<file path="src/rtl/tvs_pkg.sv">
`default_nettype none
// ============================================================================
// Module      : tvs_pkg
// Description : Shared types and constants for the PF_TVS scan sequencer.
// Revision    : 1.0  initial release
// ============================================================================
package tvs_pkg;

    localparam int TVS_NCH   = 4;
    localparam int TVS_CH_W  = 2;
    localparam int TVS_VAL_W = 16;

    typedef enum logic [2:0] {
        IDLE       = 3'd0,
        SELECT     = 3'd1,
        WAIT_VALID = 3'd2,
        STORE      = 3'd3,
        NEXT       = 3'd4,
        PERIOD     = 3'd5
    } tvs_state_e;

    // Lowest masked channel at index >= lo; MSB of the result is the found flag.
    function automatic logic [TVS_CH_W:0] tvs_pick_ch(input logic [TVS_NCH-1:0] mask,
                                                     input logic [TVS_CH_W:0]  lo);
        logic [TVS_CH_W:0] r;
        r = '0;
        for (int i = TVS_NCH - 1; i >= 0; i--) begin
            if (mask[i] && (i >= int'(lo))) begin
                r = {1'b1, TVS_CH_W'(i)};
            end
        end
        return r;
    endfunction

endpackage
`default_nettype wire

</file>
<file path="src/rtl/tvs_shadow_rf.sv">
`default_nettype none
// ============================================================================
// Module      : tvs_shadow_rf
// Description : 4x16 shadow register file, write-first read with 1-cycle ack.
// Revision    : 1.0  initial release
// ============================================================================
module tvs_shadow_rf
    import tvs_pkg::*;
(
    input  logic                 clk,
    input  logic                 rst,
    input  logic                 i_wr_en,
    input  logic [TVS_CH_W-1:0]  i_wr_addr,
    input  logic [TVS_VAL_W-1:0] i_wr_data,
    input  logic                 i_rd_req,
    input  logic [TVS_CH_W-1:0]  i_rd_addr,
    output logic                 o_rd_ack,
    output logic [TVS_VAL_W-1:0] o_rd_data
);

    logic [TVS_VAL_W-1:0] r_mem [TVS_NCH];
    logic                 r_rd_ack;
    logic [TVS_VAL_W-1:0] r_rd_data;

    always_ff @(posedge clk or posedge rst) begin
        if (rst) begin
            for (int i = 0; i < TVS_NCH; i++) begin
                r_mem[i] <= '0;
            end
            r_rd_ack  <= 1'b0;
            r_rd_data <= '0;
        end else begin
            if (i_wr_en) begin
                r_mem[i_wr_addr] <= i_wr_data;
            end
            r_rd_ack <= i_rd_req;
            // A same-cycle write to the read address bypasses the array.
            if (i_rd_req) begin
                r_rd_data <= (i_wr_en && (i_wr_addr == i_rd_addr)) ? i_wr_data : r_mem[i_rd_addr];
            end
        end
    end

    assign o_rd_ack  = r_rd_ack;
    assign o_rd_data = r_rd_data;

endmodule
`default_nettype wire

</file>
<file path="src/rtl/tvs_scan_sequencer.sv">
`default_nettype none
// ============================================================================
// Module      : tvs_scan_sequencer
// Description : Paced, timeout-guarded round-robin PF_TVS channel scanner with
//               shadow register file. Optional alarm outputs via TVS_ALARM_EN.
// Revision    : 1.0  initial release
// ============================================================================
module tvs_scan_sequencer
    import tvs_pkg::*;
#(
    parameter int                 SCAN_PERIOD = 1000,
    parameter int                 TIMEOUT     = 4096,
    parameter logic [TVS_NCH-1:0] CH_MASK     = 4'b1111
) (
    input  logic                 clk,
    input  logic                 reset_i,
    input  logic                 scan_en_i,
    output logic [TVS_NCH-1:0]   tvs_en_o,
    input  logic                 tvs_valid_i,
    input  logic [TVS_VAL_W-1:0] tvs_value_i,
    input  logic [TVS_CH_W-1:0]  tvs_channel_i,
    output logic                 wr_en_o,
    output logic [TVS_CH_W-1:0]  wr_addr_o,
    output logic [TVS_VAL_W-1:0] wr_data_o,
    input  logic                 rd_req_i,
    input  logic [TVS_CH_W-1:0]  rd_addr_i,
    output logic                 rd_ack_o,
    output logic [TVS_VAL_W-1:0] rd_data_o,
    output logic                 busy_o,
    output logic [TVS_NCH-1:0]   timeout_o,
    output logic [15:0]          scan_cnt_o
`ifdef TVS_ALARM_EN
    ,
    input  logic [TVS_VAL_W-1:0] alarm_thr_i,
    output logic [TVS_NCH-1:0]   alarm_o
`endif
);

    localparam int c_TO_W  = $clog2(TIMEOUT);
    localparam int c_PER_W = (SCAN_PERIOD > 1) ? $clog2(SCAN_PERIOD) : 1;
    localparam logic [c_TO_W-1:0]  c_TO_LAST  = c_TO_W'(TIMEOUT - 1);
    localparam logic [c_PER_W-1:0] c_PER_LAST = c_PER_W'(SCAN_PERIOD - 1);

    tvs_state_e r_state, w_state_nxt;

    logic                 r_valid_r, r_valid_rr;
    logic [TVS_VAL_W-1:0] r_value_r;
    logic [TVS_CH_W-1:0]  r_chan_r;
    logic [TVS_CH_W-1:0]  r_ch;
    logic [c_TO_W-1:0]    r_to_cnt;
    logic [c_PER_W-1:0]   r_per_cnt;
    logic [TVS_NCH-1:0]   r_timeout;
    logic [15:0]          r_scan_cnt;
    logic                 r_wr_en;
    logic [TVS_CH_W-1:0]  r_wr_addr;
    logic [TVS_VAL_W-1:0] r_wr_data;

    logic [TVS_CH_W:0]    w_first, w_next;
    logic                 w_hit, w_to_expire;
    logic [TVS_NCH-1:0]   w_tvs_en;
    logic                 w_busy;

    assign w_first     = tvs_pick_ch(CH_MASK, '0);
    assign w_next      = tvs_pick_ch(CH_MASK, {1'b0, r_ch} + 1'b1);
    assign w_hit       = r_valid_r && !r_valid_rr && (r_chan_r == r_ch);
    assign w_to_expire = (r_to_cnt == c_TO_LAST);

    always_ff @(posedge clk or posedge reset_i) begin
        if (reset_i) begin
            r_state <= IDLE;
        end else begin
            r_state <= w_state_nxt;
        end
    end

    always_comb begin
        w_state_nxt = r_state;
        case (r_state)
            IDLE:       if (scan_en_i && w_first[TVS_CH_W]) w_state_nxt = SELECT;
            SELECT:     w_state_nxt = WAIT_VALID;
            WAIT_VALID: begin
                if (w_hit)            w_state_nxt = STORE;
                else if (w_to_expire) w_state_nxt = NEXT;
            end
            STORE:      w_state_nxt = NEXT;
            NEXT:       w_state_nxt = w_next[TVS_CH_W] ? SELECT : PERIOD;
            PERIOD:     if (r_per_cnt == c_PER_LAST) w_state_nxt = scan_en_i ? SELECT : IDLE;
            default:    w_state_nxt = IDLE;
        endcase
    end

    always_comb begin
        w_tvs_en = '0;
        w_busy   = (r_state != IDLE);
        if ((r_state == SELECT) || (r_state == WAIT_VALID)) begin
            w_tvs_en[r_ch] = 1'b1;
        end
    end

    // The write strobe and data are registered on the WAIT_VALID->STORE edge so
    // they are live exactly for the STORE cycle with the edge-stage value.
    always_ff @(posedge clk or posedge reset_i) begin
        if (reset_i) begin
            r_valid_r  <= 1'b0;
            r_valid_rr <= 1'b0;
            r_value_r  <= '0;
            r_chan_r   <= '0;
            r_ch       <= '0;
            r_to_cnt   <= '0;
            r_per_cnt  <= '0;
            r_timeout  <= '0;
            r_scan_cnt <= '0;
            r_wr_en    <= 1'b0;
            r_wr_addr  <= '0;
            r_wr_data  <= '0;
        end else begin
            r_valid_r  <= tvs_valid_i;
            r_valid_rr <= r_valid_r;
            r_value_r  <= tvs_value_i;
            r_chan_r   <= tvs_channel_i;
            r_wr_en    <= 1'b0;
            case (r_state)
                IDLE: begin
                    if (w_state_nxt == SELECT) r_ch <= w_first[TVS_CH_W-1:0];
                end
                SELECT: begin
                    r_to_cnt <= '0;
                end
                WAIT_VALID: begin
                    r_to_cnt <= r_to_cnt + 1'b1;
                    if (w_hit) begin
                        r_wr_en   <= 1'b1;
                        r_wr_addr <= r_ch;
                        r_wr_data <= r_value_r;
                    end else if (w_to_expire) begin
                        r_timeout[r_ch] <= 1'b1;
                    end
                end
                NEXT: begin
                    if (w_next[TVS_CH_W]) begin
                        r_ch <= w_next[TVS_CH_W-1:0];
                    end else begin
                        r_scan_cnt <= r_scan_cnt + 1'b1;
                        r_per_cnt  <= '0;
                    end
                end
                PERIOD: begin
                    r_per_cnt <= r_per_cnt + 1'b1;
                    if (w_state_nxt == SELECT) r_ch <= w_first[TVS_CH_W-1:0];
                end
                default: ;
            endcase
        end
    end

    tvs_shadow_rf u_shadow_rf (
        .clk       (clk),
        .rst       (reset_i),
        .i_wr_en   (r_wr_en),
        .i_wr_addr (r_wr_addr),
        .i_wr_data (r_wr_data),
        .i_rd_req  (rd_req_i),
        .i_rd_addr (rd_addr_i),
        .o_rd_ack  (rd_ack_o),
        .o_rd_data (rd_data_o)
    );

`ifdef TVS_ALARM_EN
    logic [TVS_NCH-1:0] r_alarm;

    always_ff @(posedge clk or posedge reset_i) begin
        if (reset_i) begin
            r_alarm <= '0;
        end else if (r_state == STORE) begin
            r_alarm[r_ch] <= (r_wr_data > alarm_thr_i);
        end
    end

    assign alarm_o = r_alarm;
`endif

    assign tvs_en_o   = w_tvs_en;
    assign busy_o     = w_busy;
    assign wr_en_o    = r_wr_en;
    assign wr_addr_o  = r_wr_addr;
    assign wr_data_o  = r_wr_data;
    assign timeout_o  = r_timeout;
    assign scan_cnt_o = r_scan_cnt;

endmodule
`default_nettype wire

</file>
<file path="config.mk">
export PLATFORM = sky130hd
export DESIGN_NAME = tvs_scan_sequencer
export DESIGN_NICKNAME = d
export VERILOG_FILES = /design/src/rtl/tvs_pkg.sv /design/src/rtl/tvs_shadow_rf.sv /design/src/rtl/tvs_scan_sequencer.sv
export SDC_FILE = /design/constraint.sdc
export NUM_CORES = 1
export LEC_CHECK = 0
export ABC_AREA = 0
export CAP_MARGIN = 10
export CORE_ASPECT_RATIO = 1.1
export CORE_MARGIN = 5
export CORE_UTILIZATION = 36
export DETAILED_ROUTE_END_ITERATION = 7
export GPL_TIMING_DRIVEN = 0
export PLACE_DENSITY_LB_ADDON = 0.25
export SKIP_CTS_REPAIR_TIMING = 1
export SYNTH_ARGS = -nofsm -noshare
export SYNTH_HDL_FRONTEND = slang
export SYNTH_SLANG_ARGS = --single-unit
</file>
<file path="constraint.sdc">
create_clock -name clk -period 16.14 [get_ports clk]
set_input_delay 2.421 -clock clk [delete_from_list [all_inputs] [get_ports clk]]
set_output_delay 2.421 -clock clk [all_outputs]
set_load 0.03 [all_outputs]
</file>
==> results.md, run 1 <==
* Status: finished, final reports clean
* Mapped cell area at 7130 um^2
* RSZ-0062 raised after global routing: no
* Tot GR Track Use at 13.9%
* Port buffer count at 83
* Slack of the critical path at 11170 ps
* Final hold vios at 0
* Fin crit share at 30.8%
* Fin Setup TNS at 0 ps
* Post-Syn Instances at 556
* Final wirelength at 14900 um
* First-pass GRT wire length at 25000 um
* Hold Slack at 371 ps
* Initial Util at 36.2%
* Worst Path Required at 13720 ps
* Initial DRC Count at 210
* Post-Route Skew at 11.1 ps
* Post-synth top area cell: dfrtp_1
* Largest cells by area after synthesis: dfrtp_1 59%, mux2_2 10%, mux4_2 5.1%
* R2R Setup Slk at 14090 ps
* Overall die height at 158 um
* Placed inst area at 8310 um^2
* Origin of the critical flop-to-flop path: wr_en_o
* Fraction of layout cells with a size suffix above 1 at 22.2%
* Endpoints failing setup at 0
* Placed insts at 892
* Crit path DAT at 2550 ps
* Number of synthesized flops with an enable pin at 0
* Row count at 54
* Power density cells at 139 nW/um^2
* Hold Startpoint: r_valid_r
* Critical path startpoint: r_state[0]
* Final net count at 691
* TritonCTS sink count at 167
* Diode count at 0
* Num ports at 86
* Vias in the first global route at 4865
* Max_slew headroom at 52.6%
* Vias per cell at 4.98
* Routed via count at 4600
* Min-delay worst type: reg2reg
* Min cycle time layout at 4970 ps
* FF+latch area at 4180 um^2
* # H-tree levels at 4
* CTS clk-pin slew, worst paths at 70 ps
* CTS buffer count at 17
* Max FO, Critical Path at 10
* Static leakage at 4.21 nW
* Die width at 144 um
* Clk buf depth at 2
* Initial antenna violation count at 0
* Slew @ Worst Pin at 712 ps
* Finished Cell Area at 8880 um^2
* Fill cells at 1789
* Core area at 19700 um^2
* Mapped Nets at 588
* Count of state elements after synthesis at 167
* CTS tree: done
* Max-slew violation count at 0
* Largest net degree at the start of global routing at 124
* Root buffer cell: clkbuf_16
* Yosys warning count at 0
* # DRC at 0
* Worst vdd ir at 84.3 uV
* Startpoint types: register
* Fin util at 45.1%
* Post-synth top flop: dfrtp_1
* Global route total overflow at 0
* Place WS at 11670 ps
* Worst-Skew Late Latency at 430 ps
* RD Place Congestion at 0.768
* Async SR Flop Fraction at 100%
* Netlist cell types at 51
* Synth top area share at 58.6%
* Detail Route Antenna Nets at 0
* Commonest non-fill, non-tap cell in the layout: dfrtp_1
* Setup crit end kind: output port
* Setup Crit Path Kind: reg2out
* Avg Inst Size Synth at 12.8 um^2
* Seq/Total Area, Yosys at 58.6%
* Post-DP HPWL at 10300 um
* Most frequent cells in the layout: 167 x dfrtp_1, 83 x clkdlybuf4s50_1, 82 x nand2_1
* Die area at 22700 um^2
* Synthesis-to-finish area growth at 24.6%
* Total Power at 1.23 mW
* Multi-input gate area at 2800 um^2
* Non-Filler Instances at 924
* Max Cap Viol at 0
* Drt first pass iters at 4
* Fmax at 201 MHz
* Drt wl/cell at 16.1 um
## power breakdown
group          total (mW)  internal [mW]  switching [mW]
Clock               0.392          0.216           0.176
Sequential          0.538          0.477          0.0613
Combinational       0.304          0.135           0.169
Total                1.23          0.828           0.406
## routing by layer
metal | part of all wire [%] | up-vias | GRT usage, % | wire length [um]
li1 | - | 2159 | - | -
met1 | 44 | 2320 | 17.6 | 6600
met2 | 50 | 101 | 23.4 | 7430
met3 | 4.3 | 20 | 2.95 | 635
met4 | 1.6 | 0 | 5.11 | 244
met5 | 0 | - | 0 | 0
## Yosys cell counts, types with 4 or more instances
cell / instances
clkbuf_1: 9
nor2b_1: 6
nor2_1: 24
a21oi_1: 17
xnor2_1: 17
nand4_1: 4
nand2_1: 82
and3_1: 8
inv_1: 7
dfrtp_1: 167
mux2i_1: 25
nand3_1: 24
nand3b_1: 4
mux2_2: 64
o31ai_1: 4
a21o_1: 4
buf_2: 13
mux4_2: 16
ha_1: 7
o21ai_0: 15
## worst paths after layout
path | endpoint | cells past startpoint
setup / recovery | tvs_en_o[1] | 6
hold / removal | r_valid_rr | 0
setup reg to reg | u_shadow_rf.r_mem[51] | 4
hold reg to reg | r_valid_rr | 0
max in group asynchronous | r_value_r[8] | 3
min in group asynchronous | scan_cnt_o[15] | 2
## cell families after synthesis
family	after synthesis	synth area share, %
buffers and inverters	32	2.07
flip-flops	167	58.6
adder cells (fa/ha/maj)	7	1.23
multiplexers	106	18.9
XOR/XNOR	20	2.46
AND/OR/NAND/NOR	175	12.3
AO/OA/AOI/OAI	49	4.37
## sequential cells by signal, summed over array words and instances, names as in the netlist
register	flops
r_ch	2
r_chan_r	2
r_per_cnt	10
r_state	3
r_to_cnt	12
r_valid_r	1
r_valid_rr	1
r_value_r	16
scan_cnt_o	16
timeout_o	4
u_shadow_rf.o_rd_ack	1
u_shadow_rf.o_rd_data	16
u_shadow_rf.r_mem	64
wr_addr_o	2
wr_data_o	16
wr_en_o	1
## cell type report
cell class                      instances  share of cell area, %
Clock inverter                         15                   1.62
Tap cell                              252                   3.55
Inverter                                8                  0.423
Clock buffer                           17                   4.79
Multi-Input combinational cell        357                   31.5
Timing Repair Buffer                   84                   9.67
Sequential cell                       167                   47.1
Buffer                                 24                   1.33
## worst max-delay path, cell delays in order (launching register included)
cell,delay (ps)
dfrtp_1,440
buf_2,220
nor2_1,130
nand2_1,140
and2_0,310
nor2b_1,200
clkdlybuf4s50_1,690
No activity file was read; power rests on OpenSTA's default activity.
==> run 2: changes to the inputs <==
==> constraint.sdc (replaced) <==
create_clock -name clk -period 5.2 [get_ports clk]
set_input_delay 0.78 -clock clk [delete_from_list [all_inputs] [get_ports clk]]
set_output_delay 0.78 -clock clk [all_outputs]
set_load 0.03 [all_outputs]
==> run 2 against run 1 <==
  * Count of clock-buffer cells in the layout increased by 1
  * Final area increased by 0.86%
  * Via count decreased by 0.46%
  * Combinational power increased to 3.1 times the previous value
  * Utilization increased by 0.39 points
  * Critical path depth unchanged
  * First-iteration DRC count increased by 16%
  * Die area unchanged
  * Critical path type unchanged
  * Largest cell class unchanged
  * Largest power group unchanged
  * Highest routed layer unchanged
==> results.md, run 2 (same netlist as run 1, synthesis figures left out) <==
* Port buffer count at 83 (unchanged)
* CTS tree: done (unchanged)
* Most frequent cells in the layout: 167 x dfrtp_1, 83 x clkdlybuf4s50_1, 82 x nand2_1 (unchanged)
* Fill cells at 1778 (was 1789)
* Final hold vios at 0 (unchanged)
* R2R Setup Slk at 3080 ps (was 14090 ps)
* Largest net degree at the start of global routing at 46 (was 124)
* R2R depth at 4 (unchanged)
* Vias in the first global route at 4850 (was 4865)
* Post-Route Skew at 10.3 ps (was 11.1 ps)
* Vias per cell at 4.94 (was 4.98)
* Status: finished, final reports clean (unchanged)
* CTS buffer count at 17 (unchanged)
* CP endpoint: tvs_en_o[1] (unchanged)
* Drt first pass iters at 4 (unchanged)
* Fin Setup TNS at 0 ps (unchanged)
* Global route total overflow at 0 (unchanged)
* RD Place Congestion at 0.789 (was 0.768)
* Worst-Skew Late Latency at 420 ps (was 430 ps)
* Hold Slack at 379 ps (was 371 ps)
* Startpoint types: register (unchanged)
* CP max stage delay at 710 ps (was 690 ps)
* Max reg flops at 64 (unchanged)
* Worst path cell trace: buf_2, nor2_1, nand2_1, and2_0, nor2b_1, clkdlybuf4s50_1 (unchanged)
* CTS clk-pin slew, worst paths at 70 ps (about the same)
* Final wirelength at 15100 um (was 14900 um)
* Setup crit end kind: output port (unchanged)
* Static leakage at 4.24 nW (was 4.21 nW)
* Fin crit share at 63.6%
* Diode count at 0 (unchanged)
* Reg2reg end: u_shadow_rf.r_mem[50] (was u_shadow_rf.r_mem[51])
* First-pass GRT wire length at 24800 um (was 25000 um)
* TritonCTS sink count at 167 (unchanged)
* # H-tree levels at 4 (unchanged)
* Worst Path Required at 4420 ps (was 13720 ps)
* Worst vdd ir at 284 uV (was 84.3 uV)
* Initial antenna violation count at 0 (unchanged)
* Overall die height at 158 um (unchanged)
* Routed via count at 4579 (was 4600)
* Max-slew violation count at 0 (unchanged)
* Fmax at 302 MHz
* Die area at 22700 um^2 (unchanged)
* Row count at 54 (unchanged)
* Crit path DAT at 2530 ps (was 2550 ps)
* Critical path startpoint: r_state[0] (unchanged)
* Clk buf depth at 2 (unchanged)
* Tot GR Track Use at 13.9% (about the same)
* Max_slew headroom at 44.4% (was 52.6%)
* Core area at 19700 um^2 (unchanged)
* Slew @ Worst Pin at 832 ps (was 712 ps)
* Commonest non-fill, non-tap cell in the layout: dfrtp_1 (unchanged)
* Origin of the critical flop-to-flop path: wr_en_o (unchanged)
* Final net count at 693 (was 691)
* Post-DP HPWL at 10600 um (was 10300 um)
* Die width at 144 um (unchanged)
* Num ports at 86 (unchanged)
* Max Cap Viol at 0 (unchanged)
* Endpoints failing setup at 0 (unchanged)
* Detail Route Antenna Nets at 0 (unchanged)
* Max FO, Critical Path at 10 (unchanged)
* Fraction of layout cells with a size suffix above 1 at 22.3% (was 22.2%)
* Min-delay worst type: reg2reg (unchanged)
* Crit path max-delay cell type: clkdlybuf4s50_1 (unchanged)
* Initial Util at 36.2% (unchanged)
* # DRC at 0 (unchanged)
* Power density cells at 438 nW/um^2 (was 139 nW/um^2)
* Initial DRC Count at 243 (was 210)
* Total Power at 3.93 mW (was 1.23 mW)
* Drt wl/cell at 16.3 um (was 16.1 um)
* Min cycle time layout at 3310 ps
* Largest Register: u_shadow_rf.r_mem (unchanged)
* Root buffer cell: clkbuf_16 (unchanged)
* Synthesis-to-finish area growth at 25.6% (was 24.6%)
* RSZ-0062 raised after global routing: no (unchanged)
* Setup Crit Path Kind: reg2out (unchanged)
[run 2: where the power goes]
| group | leakage, nW | switching [mW] | internal [mW] | total, mW |
|---|---|---|---|---|
| Sequential | 2.22 | 0.193 | 1.48 | 1.67 |
| Clock | 0.298 | 0.542 | 0.771 | 1.31 |
| Combinational | 1.71 | 0.517 | 0.422 | 0.939 |
[run 2: critical path, delay by kind of cell, from the launching register on]
family | cells | cell delay, ps
buffers and inverters | 2 | 920
AND/OR/NAND/NOR | 4 | 760
flip-flops | 1 | 430
[run 2: final cells by class]
| cell class | instances | area [um^2] | area share, % |
|---|---|---|---|
| Buffer | 24 | 118 | 1.31 |
| Clock inverter | 14 | 188 | 2.10 |
| Timing Repair Buffer | 86 | 891 | 9.95 |
| Multi-Input combinational cell | 357 | 2800 | 31.3 |
| Inverter | 8 | 33.8 | 0.377 |
| Tap cell | 252 | 315 | 3.52 |
| Clock buffer | 18 | 429 | 4.79 |
| Sequential cell | 167 | 4180 | 46.7 |
[run 2: metal layers]
metal	vias to the layer above	track usage (%)	share of wire, %
li1	2168	-	-
met5	-	0	0
met2	94	23.4	50
met1	2301	18.1	45
met3	16	3.28	3.9
met4	0	3.73	1.1
[run 2: worst min-delay path by stage]
stage               startpoint         end  slack (ps)  cells past startpoint
CTS                  r_valid_r  r_valid_rr         380                      0
global placement     r_valid_r  r_valid_rr         360                      0
floorplan            r_valid_r  r_valid_rr         350                      0
detailed placement   r_valid_r  r_valid_rr         360                      0
global route         r_valid_r  r_valid_rr         400                      0
finish               r_valid_r  r_valid_rr         380                      0
[run 2: per-stage QoR]
step	utilization (%)	worst slack [ps]	cells	instance area (um^2)
floorplan	-	2290	556	7130
global placement	42.1	1030	891	8280
detailed placement	42.4	2350	894	8340
CTS	45.5	1860	926	8950
global route	45.5	1690	926	8950
finish	45.5	1890	926	8950
